<file path="src/rtl/bip_ctrl.sv">
// bip_ctrl: multi-cycle control unit for the 16-bit accumulator datapath.
// Fetches instructions from a synchronous program ROM, decodes them and
// sequences the accumulator, operand mux/negator and synchronous data RAM.
//
// Ports:
//   clk       rising-edge clock
//   Reset     synchronous, active-high reset
//   Start     begin execution at address 0 (honoured only in IDLE or HALT)
//   PcAddr    program ROM address
//   InstrIn   ROM read data, valid one cycle after PcAddr
//   DataAddr  data RAM address (IR[10:0])
//   DataRd    data RAM read strobe
//   DataWr    data RAM write strobe
//   SelSrc    operand mux select: 0 = ImmOut, 1 = RAM read data
//   Negate    two's-complement the selected operand
//   ImmOut    IR[10:0] sign-extended to 16 bits
//   WrAcc     accumulator write (acc <= acc + operand)
//   Clear     accumulator clear
//   Busy      high in every state except IDLE and HALT
//   Halted    high in HALT
module bip_ctrl #(
  parameter int unsigned PC_W = 11
) (
  input  logic            clk,
  input  logic            Reset,
  input  logic            Start,
  output logic [PC_W-1:0] PcAddr,
  input  logic [15:0]     InstrIn,
  output logic [10:0]     DataAddr,
  output logic            DataRd,
  output logic            DataWr,
  output logic            SelSrc,
  output logic            Negate,
  output logic [15:0]     ImmOut,
  output logic            WrAcc,
  output logic            Clear,
  output logic            Busy,
  output logic            Halted
);

  localparam logic [4:0] OpHlt  = 5'b00000;
  localparam logic [4:0] OpSto  = 5'b00001;
  localparam logic [4:0] OpLd   = 5'b00010;
  localparam logic [4:0] OpLdi  = 5'b00011;
  localparam logic [4:0] OpAdd  = 5'b00100;
  localparam logic [4:0] OpAddi = 5'b00101;
  localparam logic [4:0] OpSub  = 5'b00110;
  localparam logic [4:0] OpSubi = 5'b00111;

  typedef enum logic [2:0] {
    StIdle, StFetch, StDecode, StMemRd, StClr, StExec, StHalt
  } state_e;

  state_e          state_q, state_d;
  logic [PC_W-1:0] pc_q, pc_d;
  logic [15:0]     ir_q, ir_d;

  logic [4:0] op_d;
  logic       in_op_d;
  logic       is_mem_d, is_acc_d, is_neg_d;

  // Next-state logic. IR is captured on the DECODE exit edge only, so
  // DataAddr/ImmOut change only there.
  always_comb begin
    state_d = state_q;
    pc_d    = pc_q;
    ir_d    = ir_q;
    unique case (state_q)
      StIdle, StHalt: begin
        if (Start) begin
          state_d = StFetch;
          pc_d    = '0;
        end
      end
      StFetch:  state_d = StDecode;
      StDecode: begin
        ir_d = InstrIn;
        case (InstrIn[15:11])
          OpHlt:              state_d = StHalt;
          OpLd, OpAdd, OpSub: state_d = StMemRd;
          OpLdi:              state_d = StClr;
          default:            state_d = StExec;
        endcase
      end
      StMemRd:  state_d = (ir_q[15:11] == OpLd) ? StClr : StExec;
      StClr:    state_d = StExec;
      StExec: begin
        pc_d    = pc_q + PC_W'(1);
        state_d = StFetch;
      end
      default:  state_d = StIdle;
    endcase
  end

  // Output decode is done on the next state so that the registered strobes
  // line up exactly with the state they belong to (Moore behaviour).
  always_comb begin
    op_d     = ir_d[15:11];
    in_op_d  = (state_d == StMemRd) || (state_d == StClr) || (state_d == StExec);
    is_mem_d = (op_d == OpLd) || (op_d == OpAdd) || (op_d == OpSub);
    is_neg_d = (op_d == OpSub) || (op_d == OpSubi);
    is_acc_d = is_mem_d || is_neg_d || (op_d == OpLdi) || (op_d == OpAddi);
  end

  always_ff @(posedge clk) begin
    if (Reset) begin
      state_q <= StIdle;
      pc_q    <= '0;
      ir_q    <= '0;
      DataRd  <= 1'b0;
      DataWr  <= 1'b0;
      SelSrc  <= 1'b0;
      Negate  <= 1'b0;
      WrAcc   <= 1'b0;
      Clear   <= 1'b0;
      Busy    <= 1'b0;
      Halted  <= 1'b0;
    end else begin
      state_q <= state_d;
      pc_q    <= pc_d;
      ir_q    <= ir_d;
      DataRd  <= (state_d == StMemRd);
      DataWr  <= (state_d == StExec) && (op_d == OpSto);
      SelSrc  <= in_op_d && is_mem_d;
      Negate  <= in_op_d && is_neg_d;
      WrAcc   <= (state_d == StExec) && is_acc_d;
      Clear   <= (state_d == StClr);
      Busy    <= (state_d != StIdle) && (state_d != StHalt);
      Halted  <= (state_d == StHalt);
    end
  end

  assign PcAddr   = pc_q;
  assign DataAddr = ir_q[10:0];
  assign ImmOut   = {{5{ir_q[10]}}, ir_q[10:0]};

endmodule

</file>
<file path="config.mk">
export PLATFORM = sky130hd
export DESIGN_NAME = bip_ctrl
export DESIGN_NICKNAME = d
export VERILOG_FILES = /design/src/rtl/bip_ctrl.sv
export SDC_FILE = /design/constraint.sdc
export NUM_CORES = 1
export LEC_CHECK = 0
export ABC_AREA = 1
export CORE_MARGIN = 2
export CORE_UTILIZATION = 26
export CTS_CLUSTER_DIAMETER = 30
export DETAILED_ROUTE_END_ITERATION = 7
export GPL_ROUTABILITY_DRIVEN = 1
export GPL_TIMING_DRIVEN = 1
export SLEW_MARGIN = 25
export SYNTH_ARGS = -nofsm -noshare
export SYNTH_HDL_FRONTEND = slang
export SYNTH_SLANG_ARGS = --single-unit
</file>
<file path="constraint.sdc">
create_clock -name clk -period 1.45 [get_ports clk]
set_input_delay 0.29 -clock clk [delete_from_list [all_inputs] [get_ports clk]]
set_output_delay 0.29 -clock clk [all_outputs]
set_load 0.01 [all_outputs]
</file>
==> results list <==
- The flow ran to the end, and the final reports show no timing, DRC or antenna violations.
- Horiz. Die Dim: 89.3 µm
- Proportion of synthesized flip-flops having asynchronous set or reset: 0%
- Once detail routing completed, the nets flagged for antenna violations numbered 0.
* Final setup fails: 0
- Post-route clock skew: 11.1 ps
* Top-Level Pins: 65
* Dominant cell type by area after synthesis: dfxtp_1
- Clock-pin slew was measured on the worst setup and hold paths at 80 ps.
* Commonest cells in the synthesized netlist: nand2_1, dfxtp_1, buf_4
- The later pin in the worst-skew pair is clocked with a latency of 290 ps.
* Final #Nets: 352
* Top cells by area, synth: dfxtp_1, nand2_1, buf_4
- The tree is rooted in a clkbuf_8.
* Largest buffer count on any clock path: 2
- Total number of placement rows: 31
* Synth warn: 0
- Detailed placement finished with a half-perimeter wire length of 3.48 mm.
- Type of element capturing the critical path: register
* Via-to-Cell Ratio: 4.21
* Chain of cells forming the critical path: inv_2 > nand3_4 > buf_4 > o21ai_4 > nor2_1 > nand3b_1 > a21oi_1
* Synthesized netlist cell count: 267
* Post-synth top area share: 40.2%
- Kind of start point of the critical path: register
* Number of port buffers: 64
- The endpoint identified for the worst register-to-register timing path is SelSrc$_SDFF_PP0_.
* Starting Density: 26.5%
* Number of distinct standard cells referenced by the synthesized netlist: 25
- Total power consumption of the routed design: 0.00272 W
- All-Layer GR Usage: 12.0%
- Dividing total power by cell area gives a power density of 980 nW/µm².
* Routed Wire Length: 4.70 mm
* Initial antenna violation count: 0
* Gr ovfl total: 0
- In this run the static leakage power is 1.37 nW.
- Place WS: -236 ps
* Worst vdd ir: 0.355 mV
* Largest delay share family, worst path: simple AND/OR/NAND/NOR gates
* Final worst slack: 89.8 ps
* Final GP Congestion: 0.861
- Post-synthesis sequential area ratio: 40.2%
* Number of hold violations in the final report: 0
- In this run the critical register-to-register path is launched from state_q[0]$_SDFF_PP0_.
- Setup repair after global routing could not meet its margin everywhere.
- The worst register-to-register path has a setup slack of 90 ps.
- CTS tree: built
- Length of the first detailed-routing pass in iterations: 4
* Post-layout util: 38.9%
- EDFF count, synth: 0
* Worst setup path startpoint: state_q[0]$_SDFF_PP0_
- Max-Cap Viols: 0
- Hold crit path type: in2reg
* Number of antenna cells inserted: 0
* Vias: 1820
- Syn-to-layout area delta: 47.0%
- The floorplan step defined a die boundary enclosing 7970 µm².
- Share of final-layout standard cells stronger than drive strength 1: 21.9%
- Number of synthesized register bits: 38
- Largest net degree at the start of global routing: 12
* Global-route wire length before repair: 7.45 mm
* Worst-path fanout max: 7
- At the pin with the least slew margin, the transition time is 298 ps.
- Vias in the first global route: 1665
- Post-DR wirelength/cell: 10.9 µm
* Sinks on the clock net: 38
* Final-layout worst hold slack: 405 ps
- In this run the tightest slew margin relative to its limit is 80.0%.
* Total non-filler cell area in the finished layout: 2780 µm²
* Crit path kind: reg2reg
* Slowest cell on the critical path: dfxtp_1
- Number of levels the H-tree was split into: 2
- Instance count on the critical path: 7
- Crit share post-route: 93.8%
- Post-synthesis area per instance: 7.08 µm²
* Most common cell in the synthesized netlist: nand2_1
- Worst reg-to-reg path cell count: 7
- Clock period minus worst slack: 1360 ps
- In this run the worst setup path terminates at SelSrc$_SDFF_PP0_.
- The largest single stage delay on the critical path is 330 ps.
* Vertical extent of the die: 89.3 µm
- Number of hold buffers added after cts: 0
- Post-DP Area: 2610 µm²
- In the synthesized netlist the dominant register cell turns out to be dfxtp_1.
* Highest achievable clock rate: 735 MHz
- For this run, design rule violations remaining after detail routing come to 0.
* Critical Path RT: 1660 ps
* Data arrival time of the worst path: 1570 ps
- Critical path buffer and inverter count: 2
- The detailed router finished its first iteration with 31 violations.
- Cts bufs inserted: 5
* Post-Synthesis Net Count: 287
* Area of the mapped netlist: 1890 µm²
* Final Slew Violations: 0
- Placeable core region: 7140 µm²
-- repair_timing --
action                                  CTS  global route
endpoints found under the setup margin   43            14
pin swaps                                 0            10
resized for setup                        48            31
setup buffers                             0             4
-- routing by layer --
metal,vias up,track usage [%],wire [µm]
met5,-,0,0
met3,5,3.79,343
li1,956,-,-
met4,0,3.93,39
met1,800,15.7,2240
met2,59,18.7,2090
-- power by group --
group | total (W) | switching [W] | internal (W)
registers | 0.00116 | 0.0000473 | 0.00112
logic | 0.000801 | 0.000426 | 0.000376
clock network | 0.000758 | 0.000374 | 0.000384
-- cell families (layout without fill, tap and decap cells) --
family	Yosys count	count (layout)	share of synthesized area (%)
compound gates	40	40	11.6
fa+ha+maj	1	1	0.662
buf+inv	61	127	17.9
flops	38	38	40.2
simple gates	127	127	29.5
-- worst reg2reg max path: stages (launching register included) --
cell,delay [ps]
dfxtp_1,330
inv_2,110
nand3_4,130
buf_4,190
o21ai_4,150
nor2_1,70
nand3b_1,170
a21oi_1,140
-- layout by cell type, fill, tap and decap left out, types with 4 or more instances in the layout --
cell             Yosys  layout
nand4_1              4       4
dlygate4sd2_1        0      43
nor2_1              24      22
clkbuf_8             0       6
inv_2                5       8
nand2_2              4       6
a21oi_1             24      24
o21ai_2              4       5
nand3_1             12      11
o21ai_0              5       5
dfxtp_2              0       4
nand2_1             68      66
inv_1               22      18
buf_4               27      25
clkdlybuf4s50_1      0      15
dlymetal6s2s_1       0       6
dfxtp_1             38      32
-- registers in the layout, summed over array words and instances (netlist names) --
register  count
Busy          1
Clear         1
DataRd        1
DataWr        1
Halted        1
Negate        1
PcAddr       11
SelSrc        1
WrAcc         1
ir_q         16
state_q       3
-- worst min path at each step --
stage                                      start                endpoint  slack [ps]  cells after the start
after floorplan                      InstrIn[14]     ir_q[14]$_SDFF_PP0_         430                      2
after global placement      ir_q[2]$_SDFFE_PP0P_    ir_q[2]$_SDFFE_PP0P_         470                      2
after detailed placement    ir_q[7]$_SDFFE_PP0P_    ir_q[7]$_SDFFE_PP0P_         470                      2
after CTS                 PcAddr[6]$_SDFFE_PP0P_  PcAddr[6]$_SDFFE_PP0P_         460                      1
after global routing                 InstrIn[14]     ir_q[14]$_SDFF_PP0_         420                      4
final                                InstrIn[14]     ir_q[14]$_SDFF_PP0_         410                      4
-- area by class of cell --
cell class	count	area, µm²
multi-input combinational	168	855
sequential	38	773
tap	99	124
inverter	27	104
clock buffer	7	86.3
clock inverter	1	5.00
fill	784	4360
timing repair buffer	92	832
-- metrics by stage --
step / cells / TNS, ps
floorplan: 267 / 0
global placement: 420 / -1270
detailed placement: 420 / -1490
CTS: 428 / 0
global route: 432 / -34.2
finish: 432 / 0
No activity file was read; power rests on OpenSTA's default activity.
